$ cat src/rtl/fp_align_unit.sv
// Pre-add alignment: orders two unpacked operands by exponent and right-shifts the smaller mantissa
// SHIFT_STEP bits per cycle, collecting guard/round/sticky. Latency max(1, ceil(min(diff,26)/SHIFT_STEP)); enable=0 freezes all state.
module fp_align_unit #(
    parameter int SHIFT_STEP = 4
) (
    input  logic        Clk,
    input  logic        Reset,
    input  logic        enable,
    input  logic        start,
    output logic        ready,
    input  logic [7:0]  exp_a,
    input  logic [7:0]  exp_b,
    input  logic [23:0] mant_a,
    input  logic [23:0] mant_b,
    output logic        done,
    output logic        swapped,
    output logic [7:0]  aligned_exponent,
    output logic [23:0] mant_large,
    output logic [23:0] mant_small,
    output logic        guard,
    output logic        round,
    output logic        sticky
);
    localparam int         MAX_SHIFT = 26;
    localparam logic [4:0] STEP      = 5'(SHIFT_STEP);

    typedef enum logic [1:0] {S_IDLE, S_SHIFT, S_DONE} state_t;

    state_t        state_q, state_d;
    logic [4:0]    rem_q, rem_d;
    logic [25:0]   wk_q, wk_d;          // {mantissa, guard, round}
    logic          wk_s_q, wk_s_d;
    logic          swapped_q, swapped_d;
    logic [7:0]    aexp_q, aexp_d;
    logic [23:0]   mlarge_q, mlarge_d;
    logic [23:0]   msmall_q, msmall_d;
    logic          guard_q, guard_d;
    logic          round_q, round_d;
    logic          sticky_q, sticky_d;

    logic          b_gt;
    logic [8:0]    diff9;
    logic [4:0]    rem0;
    logic [4:0]    step_k;
    logic [25:0]   shifted;
    logic [25:0]   lost;
    logic          new_s;

    assign b_gt    = (exp_b > exp_a);
    assign diff9   = b_gt ? ({1'b0, exp_b} - {1'b0, exp_a}) : ({1'b0, exp_a} - {1'b0, exp_b});
    assign rem0    = (diff9 >= 9'(MAX_SHIFT)) ? 5'(MAX_SHIFT) : diff9[4:0];
    assign step_k  = (rem_q > STEP) ? STEP : rem_q;
    assign shifted = wk_q >> step_k;
    // Everything that falls off below the round position accumulates into sticky.
    assign lost    = wk_q & ((26'd1 << step_k) - 26'd1);
    assign new_s   = wk_s_q | (|lost);

    always_comb begin
        state_d   = state_q;
        rem_d     = rem_q;
        wk_d      = wk_q;
        wk_s_d    = wk_s_q;
        swapped_d = swapped_q;
        aexp_d    = aexp_q;
        mlarge_d  = mlarge_q;
        msmall_d  = msmall_q;
        guard_d   = guard_q;
        round_d   = round_q;
        sticky_d  = sticky_q;
        if (enable) begin
            case (state_q)
                S_IDLE: begin
                    if (start) begin
                        swapped_d = b_gt;
                        aexp_d    = b_gt ? exp_b : exp_a;
                        mlarge_d  = b_gt ? mant_b : mant_a;
                        wk_d      = {(b_gt ? mant_a : mant_b), 2'b00};
                        wk_s_d    = 1'b0;
                        rem_d     = rem0;
                        state_d   = S_SHIFT;
                    end
                end
                S_SHIFT: begin
                    rem_d  = rem_q - step_k;
                    wk_d   = shifted;
                    wk_s_d = new_s;
                    if (rem_q == step_k) begin
                        state_d  = S_DONE;
                        msmall_d = shifted[25:2];
                        guard_d  = shifted[1];
                        round_d  = shifted[0];
                        sticky_d = new_s;
                    end
                end
                S_DONE:  state_d = S_IDLE;
                default: state_d = S_IDLE;
            endcase
        end
    end

    always_ff @(posedge Clk) begin
        if (Reset) begin
            state_q   <= S_IDLE;
            rem_q     <= '0;
            wk_q      <= '0;
            wk_s_q    <= 1'b0;
            swapped_q <= 1'b0;
            aexp_q    <= '0;
            mlarge_q  <= '0;
            msmall_q  <= '0;
            guard_q   <= 1'b0;
            round_q   <= 1'b0;
            sticky_q  <= 1'b0;
        end else begin
            state_q   <= state_d;
            rem_q     <= rem_d;
            wk_q      <= wk_d;
            wk_s_q    <= wk_s_d;
            swapped_q <= swapped_d;
            aexp_q    <= aexp_d;
            mlarge_q  <= mlarge_d;
            msmall_q  <= msmall_d;
            guard_q   <= guard_d;
            round_q   <= round_d;
            sticky_q  <= sticky_d;
        end
    end

    assign ready            = (state_q == S_IDLE);
    assign done             = (state_q == S_DONE);
    assign swapped          = swapped_q;
    assign aligned_exponent = aexp_q;
    assign mant_large       = mlarge_q;
    assign mant_small       = msmall_q;
    assign guard            = guard_q;
    assign round            = round_q;
    assign sticky           = sticky_q;
endmodule

$ cat config.mk
export PLATFORM = sky130hd
export DESIGN_NAME = fp_align_unit
export DESIGN_NICKNAME = d
export VERILOG_FILES = /design/src/rtl/fp_align_unit.sv
export SDC_FILE = /design/constraint.sdc
export NUM_CORES = 1
export LEC_CHECK = 0
export BUFFER_PORTS_ARGS = -buffer_cell sky130_fd_sc_hd__buf_2
export CAP_MARGIN = 10
export CORE_MARGIN = 2
export CORE_UTILIZATION = 61
export CTS_BUF_LIST = sky130_fd_sc_hd__clkbuf_4
export CTS_CLUSTER_SIZE = 8
export DETAILED_ROUTE_END_ITERATION = 10
export GPL_ROUTABILITY_DRIVEN = 0
export PLACE_DENSITY = 0.91
export SYNTH_ARGS = -nofsm -noshare
export SYNTH_HDL_FRONTEND = slang
export SYNTH_SLANG_ARGS = --single-unit
$ cat constraint.sdc
create_clock -name Clk -period 5.55 [get_ports Clk]
set_input_delay 0.555 -clock Clk [delete_from_list [all_inputs] [get_ports Clk]]
set_output_delay 0.555 -clock Clk [all_outputs]
set_load 0.02 [all_outputs]
# == Word-level counts from Yosys, hierarchy flattened ==
# Index checks and enable logic that the tools add are counted.
# op_classes
n_addsub,4
order_cmp,3
eq_ne,5
shift,2
muxes,15
bitwise_logic,2
reduce_logical,7
# ops
cell,count
one-hot mux 26 bit (2 select lines),1
2-to-1 mux 24 bit,2
bitwise AND 26 bit,1
2-to-1 mux 26 bit,1
OR reduction 26 bit,1
"left shift 1 x 5 -> 26 bit, first input constant",1
right shift 26 x 5 -> 26 bit,1
"subtractor 26 x 1 -> 26 bit, second input constant",1
subtractor 8 x 8 -> 9 bit,2
2-to-1 mux 5 bit,3
AND reduction 3 bit,4
one-hot mux 5 bit (2 select lines),1
">= comparator 9 x 5 -> 1 bit, second input constant",1
2-to-1 mux 9 bit,1
> comparator 8 bit,1
2-to-1 mux 8 bit,1
equality test 5 bit,1
"> comparator 5 x 3 -> 1 bit, second input constant",1
subtractor 5 bit,1
2-to-1 mux 2 bit,2
"inequality test 2 bit, second input constant",2
one-hot mux 2 bit (2 select lines),1
"equality test 2 x 1 -> 1 bit, second input constant",1
"equality test 2 bit, second input constant",1
other kinds (5),5
# word_totals
reg_bits,94
in_bits,68
output_inout_bits,62
elab_cells,49

# == Longest topological paths before layout ==
# Gate-level depths: netlist (run 1).
# logic_depth
ltp_word,8
ltp_mapped,12
ltp_nobuf,12

# == Worst setup path before layout (run 1) ==
# Ideal clock, no wire load.
# synth_path
kind,input -> register
start,input exp_a[3]
end,register rem_q[2]
arrival_time_ps,2970
t_required_ps,5464
setup_slack_ps,2493
cell_stages,11
path_buffers,1
cell_sequence,inv_1 -> ha_1 -> buf_6 -> and3_4 -> o21a_1 -> o31a_4 -> a221oi_2 -> or3_2 -> nand4_2 -> or4b_1 -> a221oi_2
# synth_between
elab_chain_len,6
elab_cells_between_ends,8
classes_between,add/sub: 2; order compare: 2; mux: 4
# synth_rtl
element,line,source
start: declaration,11,"input logic [7:0] exp_a,"
subtractor 8 x 8 -> 9 bit or > comparator 8 bit (tied branches),"50, 49",
2-to-1 mux 9 bit (*),50,"assign diff9 = b_gt ? ({1'b0, exp_b} - {1'b0, exp_a}) : ({1'b0, exp_a} - {1'b0, exp_b});"
>= comparator 9 x 5 -> 1 bit,51,assign rem0 = (diff9 >= 9'(MAX_SHIFT)) ? 5'(MAX_SHIFT) : diff9[4:0];
2-to-1 mux 5 bit (*),51,
2-to-1 mux 5 bit (*),73,if (start) begin
one-hot mux 5 bit (2 select lines) (*),71,case (state_q)
end signal: assignment,116,rem_q <= rem_d;
end: declaration,30,"logic [4:0] rem_q, rem_d;"
# Every way passes the cells marked *; elsewhere a longest branch is shown, timed or not. The select of a mux whose other input is x is not followed.
# A chain may end at the register's enable or synchronous reset.

# == Worst setup path in the final report (run 1) ==
# layout_path
start,input exp_a[4]
end,register rem_q[0]
# Same word-level chain as after synthesis.

==> results of run 1 <==
[flip-flops by register name (all words and copies together) (netlist names)]
register and cells:
aligned_exponent 8, guard 1, mant_large 24, mant_small 24, rem_q 5, round 1, state_q 2, sticky 1
swapped 1, wk_q 26, wk_s_q 1
[through the flow]
stage	hold slack, ps	instance area, µm²	setup WS (ps)	instances
after floorplan	463	5960	2490	764
after global placement	444	6600	1670	972
after detailed placement	449	6600	1570	972
after CTS	396	6720	2060	988
after global routing	400	6720	1720	988
final	398	6720	1990	988
[worst paths after layout]
path / to / cells after the start
worst max register to register: wk_q[21] / 8
worst max-delay path: rem_q[0] / 10
worst min-delay path: mant_large[16] / 3
worst min register to register: mant_small[0] / 2
[cell type report]
| cell class | instances | area (µm²) |
|---|---|---|
| Multi-Input combinational cell | 582 | 3740 |
| Fill cell | 835 | 2920 |
| Sequential cell | 94 | 1880 |
| Timing Repair Buffer | 137 | 706 |
| Tap cell | 133 | 166 |
| Inverter | 26 | 97.6 |
| Clock buffer | 11 | 82.6 |
| Clock inverter | 5 | 43.8 |
[cell usage after synthesis, types with 3 or more instances]
library cell	n	area [µm²]
a211oi_1	45	338
a21o_1	11	82.6
a21oi_1	50	250
a221oi_1	21	184
a31oi_1	9	56.3
and2_1	4	25.0
and3_1	6	37.5
and4_1	4	35.0
buf_2	10	50.1
clkbuf_1	47	176
dfxtp_1	94	1880
ha_1	18	225
inv_1	26	97.6
mux2_2	10	113
mux2i_1	63	631
nand2_1	58	218
nand2b_1	4	25.0
nand3_1	12	60.1
nor2_1	152	571
nor2b_1	5	31.3
nor3_1	15	75.1
nor4_1	3	18.8
o211ai_1	3	22.5
o21a_1	4	30.0
o21ai_0	19	95.1
o221ai_1	7	61.3
o22ai_1	4	25.0
or3_1	6	37.5
xor2_1	5	43.8
[layer usage]
metal / vias to the layer above / track usage, %
li1: 2928 / -
met1: 2776 / 37.6
met2: 255 / 51.0
met3: 52 / 5.49
met4: 0 / 12.9
met5: - / 0
[power breakdown]
part	internal, W	switching, W	leakage [nW]	total (W)
registers	0.000720	0.0000419	0.768	0.000762
logic	0.000226	0.000360	2.24	0.000586
clock network	0.000108	0.000244	0.0720	0.000352
[worst max-delay path, stage by stage]
cell      delay (ps)
buf_2            100
inv_1             40
ha_1             450
and4_1           300
nand4_1          420
nand2_4          870
a211oi_1         260
a41oi_1          320
or4b_1           450
a21oi_1          140
[cells by family after synthesis]
| logic type | share of synthesized area (%) |
|---|---|
| multiplexers | 12.5 |
| XOR/XNOR | 0.735 |
| AND/OR/NAND/NOR | 21.1 |
| buffers and inverters | 6.02 |
| adder cells (fa/ha/maj) | 4.45 |
| AO/OA/AOI/OAI | 23.6 |
| flip-flops | 31.6 |
| other | 0.0629 |
==> flow_summary.json, run 1 <==
{
  "grt_max_degree": 73,
  "drc_errors": 0,
  "vias": 6011,
  "dieArea_um2": 10600,
  "port_buffers": 129,
  "path_clk_slew_ps": 160,
  "worstMarginPinSlew_ps": 999,
  "post_synth_instance_area_um2": 5960,
  "mostFrequentLayoutCells": "152 x nor2_1, 129 x buf_2, 94 x dfxtp_1, 63 x mux2i_1, 57 x nand2_1",
  "core-area_um2": 9640,
  "ant_nets": 0,
  "grt_setup_unrepaired": "false",
  "cp_data_required_time_ps": 5960,
  "run_status": "finished, final reports clean",
  "htree_levels": 3,
  "maxCapViolations": 0,
  "cp_max_fo": 70,
  "wl_met3_mm": 1.17,
  "clk_latency_ps": 480,
  "n_antenna_cell": 0,
  "top_layer": "met4",
  "cts_resized": 0,
  "drv_slew": 0,
  "die_h_um": 103,
  "initial_core_util_pct": 61.8,
  "regToRegStartpoint": "rem_q[1]",
  "cp-start-kind": "input port",
  "worst_setup_path_end_kind": "flop",
  "drt_iter0_markers": 489,
  "syn_avg_cell_area_um2": 7.80,
  "firstDrtPassIters": 7,
  "vias_per_cell": 6.08,
  "grt-ovfl-total": 0,
  "die_w_um": 103,
  "async_flop_share_pct": 0,
  "cts_setup_buffers": 0,
  "cts_tree": "done",
  "synth_edf_count": 0,
  "p_per_area_nw_per_um2": 253,
  "antenna_found_initial": 0,
  "max_clock_freq_mhz": 281,
  "synthCells": 764,
  "tns_ps": 0,
  "fin_util_pct": 69.7,
  "ys_types": 65,
  "clock_skew_ps": 18.7,
  "leakagePower_nw": 3.08,
  "power.total_w": 0.00170,
  "postCtsHoldBufs": 0,
  "r2r_setup_slack_ps": 2640,
  "synthFlopType": "dfxtp_1",
  "syn2layout_area_growth_pct": 12.8,
  "root_buffer": "clkbuf_4",
  "hold_path.class": "input port to flop",
  "wirelength_mm": 16.0,
  "wl_met1_mm": 6.82,
  "min_period_over_period_pct": 64.1,
  "grt_use_total_pct": 30.1,
  "io_pins": 130,
  "yosys_warnings": 0,
  "critPathKind": "input port to flop",
  "clock-sinks": 94,
  "met2WireLength_mm": 7.39,
  "hold_viol": 0,
  "dpl.hpwl_mm": 11.5,
  "peakVddDrop_mv": 0.166,
  "grt_pass1_vias": 5403,
  "crit_start": "exp_a[4]",
  "period_needed_ps": 3560,
  "final_nets": 938,
  "worstPathArrival_ps": 3970,
  "layout_commonest_cell": "nor2_1",
  "grt_pass1_wl_mm": 25.4,
  "yosysSeqAreaShare_pct": 31.6,
  "ys_seq_elements": 94,
  "wl_per_cell_um": 16.2,
  "num_rows": 36,
  "hp-start": "mant_b[16]",
  "cts_made_buffers": 9,
  "setup_viol": 0,
  "syn-num-nets": 852,
  "drive_above_1_share_pct": 21.2,
  "slew_headroom_pct": 33.4,
  "cts_buffer_depth": 2
}
Power figures use the tool's default switching activity.
==> inputs of run 2 (changes only) <==
- CORE_UTILIZATION: 61 -> 57
- PLACE_DENSITY: 0.91 -> 0.86
- clock period: 5.55 -> 3.3 ns (I/O delays scaled with it)
==> run 2 against run 1 <==
Register-to-register slack worse by 2000 ps. Die area is 6.7% higher. Clock skew is 3.0 ps lower. Worst hold slack worse by 200 ps. Core utilization is 2.4 points lower. Combinational power is 72% higher. Clock power is 120% higher. Via count is 0.42% lower. Global-route usage is 0.89 points lower. Non-clock buffer count is 13 higher. Final area is 2.4% higher. Critical path type unchanged. Largest cell class unchanged. Highest routed layer unchanged.
==> flow_summary.json, run 2 (same netlist as run 1, synthesis figures left out) <==
{
  "cpPeakStageDelay_ps": 580,
  "io_pins": 130,
  "crit_chain": "buf_2, inv_1, ha_1, and3_4, o21a_1, o31ai_2, a2111oi_0, or3_2, nand4_2, or4b_1, a221oi_2",
  "regMostFlops": "wk_q",
  "crit_path_top_delay_cell": "or4b_1",
  "clock_skew_ps": 15.7,
  "period_needed_ps": 2780,
  "mostFrequentLayoutCells": "152 x nor2_1, 129 x buf_2, 94 x dfxtp_1, 63 x mux2i_1, 57 x nand2_1",
  "setup_viol": 0,
  "initial_core_util_pct": 58.3,
  "vias": 5986,
  "cts_setup_buffers": 0,
  "maxCapViolations": 0,
  "dieArea_um2": 11300,
  "cts_made_buffers": 9,
  "largest_reg_flops": 26,
  "drv_slew": 0,
  "die_w_um": 106,
  "vias_per_cell": 5.96,
  "syn2layout_area_growth_pct": 15.5,
  "hold_viol": 0,
  "tns_ps": 0,
  "slew_headroom_pct": 45.2,
  "leakagePower_nw": 3.17,
  "antenna_found_initial": 1,
  "core-area_um2": 10200,
  "cp-start-kind": "input port",
  "peakVddDrop_mv": 0.200,
  "drive_above_1_share_pct": 22.1,
  "wirelength_mm": 16.4,
  "max_clock_freq_mhz": 360,
  "layout_commonest_cell": "nor2_1",
  "dpl.hpwl_mm": 12.2,
  "grt_pass1_wl_mm": 26.6,
  "run_status": "finished, final reports clean",
  "port_buffers": 129,
  "final_nets": 951,
  "critPathKind": "input port to flop",
  "num_rows": 37,
  "cts_tree": "done",
  "drc_errors": 0,
  "dp.cells": 988,
  "grt_max_degree": 73,
  "die_h_um": 106,
  "grt_use_total_pct": 29.2,
  "fin_util_pct": 67.3,
  "grt-ovfl-total": 0,
  "grt_pass1_vias": 5470,
  "htree_levels": 3,
  "wl_per_cell_um": 16.3,
  "clk_latency_ps": 470,
  "worst_setup_path_end_kind": "flop",
  "cts_resized": 0,
  "path_clk_slew_ps": 140,
  "clock-sinks": 94,
  "power.total_w": 0.00306,
  "instances_no_fill": 1004,
  "worstMarginPinSlew_ps": 819,
  "min_period_over_period_pct": 84.2,
  "hold_path.class": "input port to flop",
  "cp_data_required_time_ps": 3680,
  "ant_nets": 0,
  "worstPathArrival_ps": 3160,
  "drt_iter0_markers": 494,
  "grt_setup_unrepaired": "false",
  "firstDrtPassIters": 5,
  "cts_buffer_depth": 2,
  "p_per_area_nw_per_um2": 445,
  "root_buffer": "clkbuf_4",
  "postCtsHoldBufs": 0,
  "timing.hold.ws_ps": 198,
  "cp_max_fo": 12
}
run 2: cell types whose count changed in the layout (fill, tap and decap cells not counted), sizes merged:
cell	change
clkinv	-1
buf	+13
diode	+1
clkbuf	-1
inv	-2
bufinv	+3
run 2: area by class of cell:
| type | instances | area [µm²] |
|---|---|---|
| Fill cell | 907 | 3350 |
| Multi-Input combinational cell | 582 | 3740 |
| Timing Repair Buffer | 150 | 816 |
| Sequential cell | 94 | 1880 |
| Antenna cell | 1 | 2.50 |
| Inverter | 26 | 97.6 |
| Tap cell | 136 | 170 |
| Clock inverter | 5 | 98.8 |
| Clock buffer | 10 | 75.1 |
run 2: stage by stage:
step | area (µm²) | worst slack (ps)
after floorplan | 5960 | 468
after CTS | 6880 | 575
after detailed placement | 6710 | 91.8
after global routing | 6890 | 301
after global placement | 6710 | 183
final | 6890 | 523
run 2: report_power, final:
group          internal (W)  switching, W
sequential          0.00121     0.0000678
combinational      0.000400      0.000609
clock              0.000385      0.000390
run 2: worst paths after layout:
check / start / to / depth (start not counted) / slack, ps
min reg2reg: mant_small[2] / mant_small[2] / 2 / 470
min: mant_b[16] / mant_large[16] / 3 / 200
max: exp_a[4] / rem_q[2] / 11 / 520
max reg2reg: rem_q[4] / wk_q[21] / 8 / 640
run 2: per-layer routing:
metal | global-route usage [%] | share of wire (%) | vias to the layer above | wire length, µm
li1 | - | - | 2950 | -
met1 | 37.7 | 44 | 2758 | 7130
met2 | 47.0 | 46 | 235 | 7580
met3 | 4.54 | 6.5 | 43 | 1070
met4 | 15.1 | 3.7 | 0 | 608
met5 | 0 | 0 | - | 0
run 2: worst max-delay path, delay by kind of cell:
kind | cells | cell delay (ps)
AO/OA/AOI/OAI | 4 | 1030
adder cells (fa/ha/maj) | 1 | 470
buffers and inverters | 2 | 140
AND/OR/NAND/NOR | 4 | 1190
